--- src/rtl/k12a_lcd_ctrl_if.sv ---
// k12a_lcd_ctrl_if
//   Groups the CPU-side request handshake, status flags and the HD44780-style
//   LCD pin signals of the k12a LCD port sequencer.
//   slave  : the sequencer (k12a_lcd_ctrl)
//   master : whatever drives requests and the LCD pin readback (I/O decode
//            plus pad ring, or a testbench)
//   Signals:
//     req_valid/req_ready/req_rs/req_data  request handshake (one byte each)
//     busy, timeout_err                     status
//     lcd_rs/lcd_rw/lcd_en                  LCD control pins
//     lcd_data_out/lcd_data_oe/lcd_data_in  LCD data bus (bit 7 of in = BF)
interface k12a_lcd_ctrl_if;
    logic       req_valid;
    logic       req_ready;
    logic       req_rs;
    logic [7:0] req_data;
    logic       busy;
    logic       timeout_err;
    logic       lcd_rs;
    logic       lcd_rw;
    logic       lcd_en;
    logic [7:0] lcd_data_out;
    logic       lcd_data_oe;
    logic [7:0] lcd_data_in;

    modport slave (
        input  req_valid, req_rs, req_data, lcd_data_in,
        output req_ready, busy, timeout_err, lcd_rs, lcd_rw, lcd_en,
               lcd_data_out, lcd_data_oe
    );

    modport master (
        output req_valid, req_rs, req_data, lcd_data_in,
        input  req_ready, busy, timeout_err, lcd_rs, lcd_rw, lcd_en,
               lcd_data_out, lcd_data_oe
    );
endinterface

--- src/rtl/k12a_lcd_ctrl.sv ---
// k12a_lcd_ctrl
//   Bus-cycle sequencer for the k12a character-LCD port. Accepts one
//   command/data byte per valid/ready handshake, performs the timed write
//   cycle, then repeatedly reads the busy flag until it clears (or the poll
//   limit is reached) before accepting the next byte.
//   Ports:
//     cpu_clock  system clock, rising edge
//     reset      synchronous, active-high
//     bus        k12a_lcd_ctrl_if.slave (request handshake, status, LCD pins)
//   All LCD pins and status outputs come straight from flops.
module k12a_lcd_ctrl #(
    parameter int unsigned SETUP_CYCLES   = 1,
    parameter int unsigned EN_HIGH_CYCLES = 4,
    parameter int unsigned HOLD_CYCLES    = 1,
    parameter int unsigned POLL_LIMIT     = 255
) (
    input logic             cpu_clock,
    input logic             reset,
    k12a_lcd_ctrl_if.slave  bus
);

    localparam int unsigned MaxSE    = (SETUP_CYCLES > EN_HIGH_CYCLES) ? SETUP_CYCLES
                                                                       : EN_HIGH_CYCLES;
    localparam int unsigned MaxPhase = (MaxSE > HOLD_CYCLES) ? MaxSE : HOLD_CYCLES;
    localparam int unsigned CntW     = $clog2(MaxPhase + 1);
    localparam int unsigned PollW    = $clog2(POLL_LIMIT + 1);

    // Counter reload values: a phase of N cycles counts N-1 down to 0.
    localparam logic [CntW-1:0]  SetupLd  = CntW'(SETUP_CYCLES - 1);
    localparam logic [CntW-1:0]  EnLd     = CntW'(EN_HIGH_CYCLES - 1);
    localparam logic [CntW-1:0]  HoldLd   = CntW'(HOLD_CYCLES - 1);
    localparam logic [PollW-1:0] PollLast = PollW'(POLL_LIMIT - 1);

    typedef enum logic [2:0] {
        StIdle, StWSetup, StWEn, StWHold, StPSetup, StPEn, StPHold
    } state_e;

    state_e            r_state, w_state_next;
    logic [CntW-1:0]   r_cnt, w_cnt_next;
    logic [PollW-1:0]  r_poll, w_poll_next;
    logic              r_bf, w_bf_next;
    logic              r_rs_lat, w_rs_lat_next;
    logic              r_timeout, w_timeout_next;
    logic [7:0]        r_data;
    logic              r_ready, r_busy, r_lcd_rs, r_lcd_rw, r_lcd_en, r_lcd_oe;
    logic              w_accept, w_phase_done;
    logic              w_en_next, w_oe_next;
    logic              w_unused;

    // Only the busy flag is read back; the address counter bits are ignored.
    assign w_unused = ^bus.lcd_data_in[6:0];

    always_comb begin
        w_state_next   = r_state;
        w_cnt_next     = r_cnt;
        w_poll_next    = r_poll;
        w_bf_next      = r_bf;
        w_rs_lat_next  = r_rs_lat;
        w_timeout_next = r_timeout;
        w_accept       = 1'b0;
        w_phase_done   = (r_cnt == '0);

        if (r_state != StIdle && !w_phase_done) begin
            w_cnt_next = r_cnt - 1'b1;
        end

        unique case (r_state)
            StIdle: begin
                if (bus.req_valid && r_ready) begin
                    w_accept       = 1'b1;
                    w_rs_lat_next  = bus.req_rs;
                    w_poll_next    = '0;
                    w_timeout_next = 1'b0;
                    w_state_next   = StWSetup;
                    w_cnt_next     = SetupLd;
                end
            end
            StWSetup: if (w_phase_done) begin
                w_state_next = StWEn;
                w_cnt_next   = EnLd;
            end
            StWEn: if (w_phase_done) begin
                w_state_next = StWHold;
                w_cnt_next   = HoldLd;
            end
            StWHold: if (w_phase_done) begin
                w_state_next = StPSetup;
                w_cnt_next   = SetupLd;
            end
            StPSetup: if (w_phase_done) begin
                w_state_next = StPEn;
                w_cnt_next   = EnLd;
            end
            StPEn: if (w_phase_done) begin
                // BF is captured on the edge that ends the last en-high cycle.
                w_bf_next    = bus.lcd_data_in[7];
                w_state_next = StPHold;
                w_cnt_next   = HoldLd;
            end
            StPHold: if (w_phase_done) begin
                if (!r_bf) begin
                    w_state_next = StIdle;
                end else if (r_poll != PollLast) begin
                    w_poll_next  = r_poll + 1'b1;
                    w_state_next = StPSetup;
                    w_cnt_next   = SetupLd;
                end else begin
                    w_timeout_next = 1'b1;
                    w_state_next   = StIdle;
                end
            end
            default: w_state_next = StIdle;
        endcase

        // Pin values are decoded from the next state so the flops present
        // them in the same cycle the FSM enters that state.
        w_en_next = (w_state_next == StWEn) || (w_state_next == StPEn);
        w_oe_next = (w_state_next == StWSetup) || (w_state_next == StWEn) ||
                    (w_state_next == StWHold);
    end

    always_ff @(posedge cpu_clock) begin
        if (reset) begin
            r_state   <= StIdle;
            r_cnt     <= '0;
            r_poll    <= '0;
            r_bf      <= 1'b0;
            r_rs_lat  <= 1'b0;
            r_timeout <= 1'b0;
            r_data    <= 8'h00;
            r_ready   <= 1'b1;
            r_busy    <= 1'b0;
            r_lcd_rs  <= 1'b0;
            r_lcd_rw  <= 1'b1;
            r_lcd_en  <= 1'b0;
            r_lcd_oe  <= 1'b0;
        end else begin
            r_state   <= w_state_next;
            r_cnt     <= w_cnt_next;
            r_poll    <= w_poll_next;
            r_bf      <= w_bf_next;
            r_rs_lat  <= w_rs_lat_next;
            r_timeout <= w_timeout_next;
            if (w_accept) begin
                r_data <= bus.req_data;
            end
            r_ready   <= (w_state_next == StIdle);
            r_busy    <= (w_state_next != StIdle);
            r_lcd_rs  <= w_oe_next & w_rs_lat_next;
            r_lcd_rw  <= ~w_oe_next;
            r_lcd_en  <= w_en_next;
            r_lcd_oe  <= w_oe_next;
        end
    end

    assign bus.req_ready    = r_ready;
    assign bus.busy         = r_busy;
    assign bus.timeout_err  = r_timeout;
    assign bus.lcd_rs       = r_lcd_rs;
    assign bus.lcd_rw       = r_lcd_rw;
    assign bus.lcd_en       = r_lcd_en;
    assign bus.lcd_data_out = r_data;
    assign bus.lcd_data_oe  = r_lcd_oe;

endmodule

--- src/flat_wrapper.sv ---
// flat-port wrapper written by rule: the top's interface ports become plain ports
module k12a_lcd_ctrl_flat 
#(
    parameter int unsigned SETUP_CYCLES   = 1,
    parameter int unsigned EN_HIGH_CYCLES = 4,
    parameter int unsigned HOLD_CYCLES    = 1,
    parameter int unsigned POLL_LIMIT     = 255
)
  (cpu_clock, reset, bus_req_valid, bus_req_rs, bus_req_data, bus_lcd_data_in, bus_req_ready, bus_busy, bus_timeout_err, bus_lcd_rs, bus_lcd_rw, bus_lcd_en, bus_lcd_data_out, bus_lcd_data_oe);
  k12a_lcd_ctrl_if bus_i ();
  input logic cpu_clock;
  input logic reset;
  input wire logic [$bits(bus_i.req_valid)-1:0] bus_req_valid;
  input wire logic [$bits(bus_i.req_rs)-1:0] bus_req_rs;
  input wire logic [$bits(bus_i.req_data)-1:0] bus_req_data;
  input wire logic [$bits(bus_i.lcd_data_in)-1:0] bus_lcd_data_in;
  output wire logic [$bits(bus_i.req_ready)-1:0] bus_req_ready;
  output wire logic [$bits(bus_i.busy)-1:0] bus_busy;
  output wire logic [$bits(bus_i.timeout_err)-1:0] bus_timeout_err;
  output wire logic [$bits(bus_i.lcd_rs)-1:0] bus_lcd_rs;
  output wire logic [$bits(bus_i.lcd_rw)-1:0] bus_lcd_rw;
  output wire logic [$bits(bus_i.lcd_en)-1:0] bus_lcd_en;
  output wire logic [$bits(bus_i.lcd_data_out)-1:0] bus_lcd_data_out;
  output wire logic [$bits(bus_i.lcd_data_oe)-1:0] bus_lcd_data_oe;
  assign bus_i.req_valid = bus_req_valid;
  assign bus_i.req_rs = bus_req_rs;
  assign bus_i.req_data = bus_req_data;
  assign bus_i.lcd_data_in = bus_lcd_data_in;
  assign bus_req_ready = bus_i.req_ready;
  assign bus_busy = bus_i.busy;
  assign bus_timeout_err = bus_i.timeout_err;
  assign bus_lcd_rs = bus_i.lcd_rs;
  assign bus_lcd_rw = bus_i.lcd_rw;
  assign bus_lcd_en = bus_i.lcd_en;
  assign bus_lcd_data_out = bus_i.lcd_data_out;
  assign bus_lcd_data_oe = bus_i.lcd_data_oe;
  k12a_lcd_ctrl #(.SETUP_CYCLES(SETUP_CYCLES), .EN_HIGH_CYCLES(EN_HIGH_CYCLES), .HOLD_CYCLES(HOLD_CYCLES), .POLL_LIMIT(POLL_LIMIT)) u_core (.cpu_clock(cpu_clock), .reset(reset), .bus(bus_i));
endmodule
--- config.mk ---
export PLATFORM = sky130hd
export DESIGN_NAME = k12a_lcd_ctrl_flat
export DESIGN_NICKNAME = d
export VERILOG_FILES = /design/src/rtl/k12a_lcd_ctrl_if.sv /design/src/rtl/k12a_lcd_ctrl.sv /design/src/flat_wrapper.sv
export SDC_FILE = /design/constraint.sdc
export NUM_CORES = 1
export LEC_CHECK = 0
export CORE_ASPECT_RATIO = 2
export CORE_MARGIN = 2
export CORE_UTILIZATION = 50
export CTS_BUF_LIST = sky130_fd_sc_hd__clkbuf_4 sky130_fd_sc_hd__clkbuf_8 sky130_fd_sc_hd__clkbuf_16
export CTS_CLUSTER_SIZE = 14
export DETAILED_ROUTE_END_ITERATION = 16
export PLACE_DENSITY_LB_ADDON = 0.2
export SLEW_MARGIN = 10
export SYNTH_ARGS = -nofsm -noshare
export SYNTH_HDL_FRONTEND = slang
export SYNTH_SLANG_ARGS = --single-unit
--- constraint.sdc ---
create_clock -name cpu_clock -period 2.4 [get_ports cpu_clock]
set_input_delay 0.72 -clock cpu_clock [delete_from_list [all_inputs] [get_ports cpu_clock]]
set_output_delay 0.72 -clock cpu_clock [all_outputs]
set_load 0.01 [all_outputs]
# Word-level counts from Yosys, hierarchy flattened
# Index checks and enable logic that the tools add are counted.
# op_classes
add_sub_neg	2
eq_ne	16
reduce_logical	17
mux	32
bitwise	2
# ops
op	n
3-bit two-way mux	16
8-bit two-way mux	4
3-bit one-hot mux with 7 select lines	1
8-bit one-hot mux with 2 select lines	1
3-bit by 2-bit equality test with 1-bit output, second input constant	4
3-bit equality test, second input constant	4
3-bit one-hot mux with 4 select lines	1
5-bit AND reduction	2
3-bit zero test	3
8-bit by 1-bit adder with 8-bit output, second input constant	1
1-bit two-way mux	8
2-bit by 1-bit != test with 1-bit output, second input constant	4
8-bit != test, second input constant	1
3-bit by 1-bit equality test with 1-bit output, second input constant	2
3-bit nonzero test	2
1-bit logical OR	3
3-bit OR reduction	1
3-bit by 1-bit subtractor with 3-bit output, second input constant	1
1-bit logical AND	2
2-bit != test, second input constant	1
1-bit one-hot mux with 2 select lines	1
2-bit AND reduction	1
2-bit nonzero test	1
2-bit OR reduction	1
other kinds (3)	3
# word_totals
elab_cells	82
reg_bits	31
in_bits	20

# Longest topological paths before layout
# Gate-level depths: netlist of run 1.
# depth
depth_word	9
depth_mapped	8
ltp_nobuf	7

# Worst setup path after synthesis of run 1
# OpenSTA, ideal clock, no wires.
# synth_path
path_kind	register to register
startpoint	reg u_core.r_cnt[0]
endpoint	reg u_core.r_lcd_rw (netlist: u_core.bus.lcd_rw)
t_arrival_ns	1.617
setup_time_ns	0.120
synth_period_minus_slack_ns	1.737
slack_ns	0.663
path_buffers	1
stages_incl_launch_ff	9
cell_sequence	dfxtp_1 -> inv_1 -> ha_1 -> nor2b_1 -> buf_4 -> a21oi_1 -> o21a_1 -> o21ai_2 -> or2_1
# synth_between
elab_chain_cells	7
elab_cells_between_ends	14
# synth_rtl
item	line	rtl
start: declaration	k12a_lcd_ctrl.sv:39	logic [CntW-1:0] r_cnt, w_cnt_next;
start signal: assignment	k12a_lcd_ctrl.sv:139	r_cnt <= w_cnt_next;
3-bit zero test (*)	k12a_lcd_ctrl.sv:61	w_phase_done = (r_cnt == '0);
3-bit two-way mux, or another cell as far along	k12a_lcd_ctrl.sv:100	StPHold: if (w_phase_done) begin
3-bit one-hot mux with 7 select lines (*)	k12a_lcd_ctrl.sv:67	unique case (r_state)
3-bit by 1-bit equality test with 1-bit output / 3-bit by 2-bit equality test with 1-bit output (equally long branches)	k12a_lcd_ctrl.sv:118	w_oe_next = (w_state_next == StWSetup) || (w_state_next == StWEn) ||
1-bit logical OR	k12a_lcd_ctrl.sv:118	
1-bit logical OR (*)	k12a_lcd_ctrl.sv:118	
1-bit NOT (*)	k12a_lcd_ctrl.sv:150	r_lcd_rw <= ~w_oe_next;
end signal: assignment	k12a_lcd_ctrl.sv:150	
end: declaration	k12a_lcd_ctrl.sv:45	logic r_ready, r_busy, r_lcd_rs, r_lcd_rw, r_lcd_en, r_lcd_oe;
# Every way passes the cells marked *; elsewhere a longest branch is shown, timed or not.
# A chain may end at the register's enable or synchronous reset.

# Final worst setup path of run 1
# Ends and elaborated chain as after synthesis.

==> results of run 1 <==
## cell usage in the layout, fill, tap and decap left out, drive strengths merged, types with 3 or more instances in the layout
cell type,Yosys,layout
buf,7,5
o21ai,7,7
dfxtp,31,31
a21oi,19,19
and3b,3,3
mux2i,3,3
nand2b,3,3
clkdlybuf4s50,0,27
nor2,31,31
inv,5,5
clkbuf,4,5
ha,4,4
nor4,3,3
nor3,7,7
clkinv,0,3
nand3,4,4
a211oi,3,3
or2,3,3
nand3b,3,3
nand2,24,24
xnor2,6,6
## registers in the layout, indices dropped and copies added (netlist names)
signal	flops
u_core.bus.lcd_rw	1
u_core.r_rs_lat	1
u_core.bus.lcd_data_out	8
u_core.r_poll	8
u_core.bus.busy	1
u_core.bus.timeout_err	1
u_core.r_bf	1
u_core.bus.lcd_en	1
u_core.bus.lcd_rs	1
u_core.bus.req_ready	1
u_core.r_cnt	3
u_core.r_state	3
u_core.bus.lcd_data_oe	1
## stage by stage
stage	hold slack, ps	utilization (%)	cell area, µm²	worst slack [ps]
CTS	464	63.8	1990	368
global placement	445	61.1	1910	180
detailed placement	450	61.1	1910	136
global route	478	63.8	1990	222
floorplan	441	-	1620	663
finish	465	63.8	1990	390
## synthesized netlist by cell type (3+ instances only)
cell,count,area share [%]
nand2b_1,3,1.2
nor2_1,30,6.9
o21ai_0,3,0.92
inv_1,5,1.2
nand3_1,4,1.2
nor4_1,3,1.2
mux2i_1,3,1.8
xnor2_1,6,3.2
ha_1,4,3.1
nand2_1,24,5.5
buf_2,3,0.92
nor3_1,5,1.5
a21oi_1,19,5.9
clkbuf_1,4,0.92
nand3b_1,3,1.4
dfxtp_1,31,38
## per-layer routing
| layer | global-route usage (%) | vias up | part of all wire (%) |
|---|---|---|---|
| li1 | - | 733 | - |
| met1 | 22.2 | 680 | 36 |
| met2 | 41.6 | 42 | 57 |
| met3 | 5.16 | 10 | 3.9 |
| met4 | 13.8 | 0 | 3.4 |
| met5 | 0 | - | 0 |
## layout make-up
cell class / instances / area (µm²) / area share, %
multi-input combinational: 149 / 921 / 46.3
sequential: 31 / 621 / 31.2
timing repair buffer: 32 / 308 / 15.5
clock buffer: 5 / 68.8 / 3.46
tap: 31 / 38.8 / 1.95
inverter: 5 / 18.8 / 0.943
clock inverter: 3 / 15.0 / 0.754
## power groups by stage
stage          clock [mW]  sequential (mW)  combinational [mW]
2_1_floorplan           0            0.693               0.734
3_3_place_gp            0            0.734               0.931
3_5_place_dp            0            0.738               0.957
4_1_cts             0.412            0.728               0.962
5_1_grt             0.435            0.747                1.07
6_report            0.395            0.729               0.958
## worst max-delay path, delay by kind of cell, from the launching register on
family,cells,cell delay [ps]
AND/OR/NAND/NOR,2,380
adder cells (fa/ha/maj),1,290
flip-flops,1,320
buffers and inverters,2,320
AO/OA/AOI/OAI,3,600
## path summary, 6_finish.rpt
kind,from,end,slack [ps],cells past startpoint
max,u_core.r_cnt[0]$_SDFF_PP0_,u_core.bus.lcd_rw$_SDFF_PP1_,390,8
min,u_core.bus.lcd_data_out[2]$_SDFFE_PP0P_,u_core.bus.lcd_data_out[2]$_SDFFE_PP0P_,460,2
max reg2reg,u_core.r_cnt[0]$_SDFF_PP0_,u_core.bus.lcd_rw$_SDFF_PP1_,390,8
min reg2reg,u_core.bus.lcd_data_out[2]$_SDFFE_PP0P_,u_core.bus.lcd_data_out[2]$_SDFFE_PP0P_,460,2
## cell families after synthesis
family,synth area share (%)
and+or+nand+nor,29.4
AOI/OAI and AO/OA,18.6
DFF,38.2
buffers and inverters,5.08
xor gates and xnor gates,3.78
adders and majority gates,3.08
muxes,1.85
==> results.sh, run 1 <==
export IMPL_cts_buffer_depth=2
export IMPL_port_buffers=27
export IMPL_grt_ovfl_total=0
export IMPL_die_height_um=84.6
export IMPL_via_per_inst=5.72
export IMPL_setup_tns_ps=0
export IMPL_syn_area_mm2=0.00162
export IMPL_p_leak_nw=0.776
export IMPL_grt_use_total_pct=23.1
export IMPL_diodes=0
export IMPL_cp_slowest_stage_delay_ps=400
export IMPL_grt_pass1_vias=1576
export IMPL_routedWlPerCell_um=14.2
export IMPL_cpMaxStageDelayCell="a211oi_4"
export IMPL_gp_congestion=0.839
export IMPL_cts_clk_slew_worst_paths_ps=70
export IMPL_cts_buffers=5
export IMPL_period_needed_ps=2010
export IMPL_syn_num_nets=220
export IMPL_cellPowerDensity_mw_per_mm2=1050
export IMPL_ys_flop_type="dfxtp_1"
export IMPL_p_int_mw=1.27
export IMPL_grt_max_degree=21
export IMPL_switchingPower_mw=0.816
export IMPL_ioPinCount=35
export IMPL_power_total_mw=2.08
export IMPL_status="completed"
export IMPL_clkLatencyLatePin_ps=280
export IMPL_maxSlewHeadroom_pct=50.4
export IMPL_cts_tree="built"
export IMPL_clock_root_buffer="clkbuf_8"
export IMPL_hold_viol=0
export IMPL_cts_sinks=31
export IMPL_crit_fanout=10
export IMPL_cp_common_cell="o21ai_2"
export IMPL_yosys_warnings=0
export IMPL_final_antenna_net_count=0
export IMPL_drive_gt1_share_pct=12.0
export IMPL_cp_data_arrival_time_ps=2180
export IMPL_die_x_um=44.3
export IMPL_nNetsFinal=248
export IMPL_clockPowerShare_pct=19.0
export IMPL_hold_class="reg -> reg"
export IMPL_antenna_found_initial=0
export IMPL_synthDistinctLibCells=51
export IMPL_timing_final_crit_share_pct=83.7
export IMPL_fmax_mhz=498
export IMPL_vias=1465
export IMPL_post_cts_buffers=0
export IMPL_drv_cap=0
export IMPL_slew_violations=0
export IMPL_criticalPathCategory="reg -> reg"
export IMPL_cp_end_kind="flop"
export IMPL_die_area_mm2=0.00375
export IMPL_yosysSeqAreaShare_pct=38.2
export IMPL_layoutNonFillerInstCount=256
export IMPL_synthCells=196
export IMPL_setup_viol=0
export IMPL_ctsResizeCount=0
export IMPL_core_area_mm2=0.00312
export IMPL_comb_power_share_pct=46.0
export IMPL_skew_ps=8.81
export IMPL_route_detailed_drc=0
export IMPL_wirelength_um=3640
export IMPL_worst_pin_slew_ps=743
export IMPL_async_flop_share_pct=0
export IMPL_cp_cell_sequence="inv_1, ha_1, nor2b_1, buf_4, o21ai_2, a211oi_4, o21ai_2, or2_1"
export IMPL_dp_hpwl_um=2820
export IMPL_areaGrowthSynthToFinish_pct=22.6
export IMPL_synth_seq_cells=31
export IMPL_cp_required_ps=2570
export IMPL_drt_iter0_drc=30
export IMPL_swShare_pct=39.2
export IMPL_avgSynthCellArea_um2=8.29
export IMPL_grt_pass1_wl_um=6560
export IMPL_place_inst=248
export IMPL_synth_enable_flop_cells=0
export IMPL_rsz0062_at_grt="false"
export IMPL_start_util_pct=52.0
export IMPL_hold_buffers=0
export IMPL_firstDrtPassIters=4
export IMPL_peakVddDrop_v=0.000993
export IMPL_start_kind="flop"
export IMPL_htreeDepth=2
export IMPL_rows=29
export IMPL_nFillCells=284
export IMPL_seq_power_share_pct=35.0
No activity file was read; power rests on OpenSTA's default activity.
==> inputs of run 2 (changes only) <==
==> constraint.sdc (replaced) <==
create_clock -name cpu_clock -period 1.89 [get_ports cpu_clock]
set_input_delay 0.567 -clock cpu_clock [delete_from_list [all_inputs] [get_ports cpu_clock]]
set_output_delay 0.567 -clock cpu_clock [all_outputs]
set_load 0.01 [all_outputs]
==> results.sh, run 2 (same netlist as run 1, synthesis figures left out) <==
export IMPL_wirelength_um=4100
export IMPL_nNetsFinal=261
export IMPL_cp_end_kind="flop"
export IMPL_maxSlewHeadroom_pct=74.5
export IMPL_seq_area_um2=621
export IMPL_htreeDepth=2
export IMPL_port_buffers=27
export IMPL_dp_hpwl_um=3120
export IMPL_wl_met2_um=2390
export IMPL_fmax_mhz=558
export IMPL_core_area_mm2=0.00312
export IMPL_routedWlPerCell_um=15.2
export IMPL_worst_pin_slew_ps=381
export IMPL_cts_buffer_depth=2
export IMPL_cp_required_ps=2060
export IMPL_met3_length_um=138
export IMPL_skew_ps=5.81
export IMPL_cts_tree="built"
export IMPL_p_leak_nw=0.855
export IMPL_start_kind="primary input"
export IMPL_diodes=0
export IMPL_clkLatencyLatePin_ps=290
export IMPL_grt_use_total_pct=24.6
export IMPL_mostFrequentLayoutCell="dfxtp_1"
export IMPL_clockPowerShare_pct=22.8
export IMPL_wl_met1_um=1430
export IMPL_grt_ovfl_total=0
export IMPL_gp_congestion=0.936
export IMPL_cts_sinks=31
export IMPL_p_int_mw=1.89
export IMPL_clock_root_buffer="clkbuf_8"
export IMPL_cts_clk_slew_worst_paths_ps=70
export IMPL_hold_viol=0
export IMPL_ctsResizeCount=1
export IMPL_cts_buffers=5
export IMPL_drive_gt1_share_pct=18.9
export IMPL_final_cell_mix="dfxtp_1, nor2_1, clkdlybuf4s50_1, nand2_1, a21oi_1"
export IMPL_switchingPower_mw=1.11
export IMPL_firstDrtPassIters=4
export IMPL_antenna_found_initial=0
export IMPL_start_util_pct=52.0
export IMPL_top_layer="met4"
export IMPL_via_per_inst=5.57
export IMPL_post_cts_buffers=0
export IMPL_rsz0062_at_grt="true"
export IMPL_slew_violations=0
export IMPL_hold_buffers=0
export IMPL_grt_max_degree=15
export IMPL_grt_pass1_vias=1653
export IMPL_cp_data_arrival_time_ps=1960
export IMPL_die_height_um=84.6
export IMPL_ioPinCount=35
export IMPL_setup_viol=0
export IMPL_comb_power_share_pct=47.7
export IMPL_die_x_um=44.3
export IMPL_die_area_mm2=0.00375
export IMPL_cellPowerDensity_mw_per_mm2=1400
export IMPL_regToRegSetupSlack_ps=100
export IMPL_route_detailed_drc=0
export IMPL_grt_pass1_wl_um=6940
export IMPL_areaGrowthSynthToFinish_pct=31.9
export IMPL_swShare_pct=37.0
export IMPL_nFillCells=252
export IMPL_drv_cap=0
export IMPL_peakVddDrop_v=0.00101
export IMPL_hold_class="reg -> reg"
export IMPL_drt_iter0_drc=23
export IMPL_seq_power_share_pct=29.5
export IMPL_period_needed_ps=1790
export IMPL_criticalPathCategory="in -> reg"
export IMPL_hold_slack_ps=460
export IMPL_final_antenna_net_count=0
export IMPL_rows=29
export IMPL_vias=1498
export IMPL_crit_fanout=7
export IMPL_timing_final_crit_share_pct=94.8
export IMPL_status="completed"
export IMPL_multi_input_area_um2=941
export IMPL_power_total_mw=2.99
-- run 2: power groups by stage --
stage | sequential, mW | clock, mW | combinational (mW)
after floorplan | 0.879 | 0 | 0.932
after global placement | 0.892 | 0 | 1.36
after detailed placement | 0.897 | 0 | 1.41
after CTS | 0.884 | 0.695 | 1.43
after global routing | 0.903 | 0.722 | 1.56
final | 0.884 | 0.683 | 1.43
-- run 2: final timing paths --
kind	start	cells after the start	to
setup reg to reg	u_core.r_cnt[0]$_SDFF_PP0_	8	u_core.r_poll[1]$_SDFFE_PP0P_
hold / removal	u_core.bus.lcd_data_out[2]$_SDFFE_PP0P_	2	u_core.bus.lcd_data_out[2]$_SDFFE_PP0P_
setup / recovery	bus_req_valid	6	u_core.r_poll[6]$_SDFFE_PP0P_
hold reg to reg	u_core.bus.lcd_data_out[2]$_SDFFE_PP0P_	2	u_core.bus.lcd_data_out[2]$_SDFFE_PP0P_
-- run 2: cell type report --
cell class / instances / area share, %
clock buffers: 6 / 3.86
clock inverters: 2 / 1.64
inverters: 5 / 0.876
multi-input cells: 149 / 43.9
flip-flops and latches: 31 / 29.0
well taps: 31 / 1.81
repair buffers: 45 / 18.9
-- run 2: layer usage --
layer,vias to the layer above,track usage [%]
li1,753,-
met1,691,25.0
met2,42,44.0
met3,12,5.16
met4,0,13.2
met5,-,0
-- run 2: metrics by stage --
| step | TNS (ps) | instances | instance area [µm²] | util [%] | setup WS (ps) |
|---|---|---|---|---|---|
| after floorplan | 0 | 196 | 1620 | - | 153 |
| after global placement | -1610 | 261 | 2000 | 64.2 | -170 |
| after detailed placement | -1890 | 261 | 2000 | 64.2 | -196 |
| after CTS | 0 | 269 | 2120 | 68.1 | 75.5 |
| after global routing | -53.5 | 269 | 2140 | 68.6 | -40.0 |
| final | 0 | 269 | 2140 | 68.6 | 99.2 |
-- run 2: worst max-delay path, cell delays in order --
cell,delay [ps]
clkdlybuf4s50_1,460
and2_1,220
a22oi_4,140
nor4b_2,350
xnor2_1,160
nor2_1,60
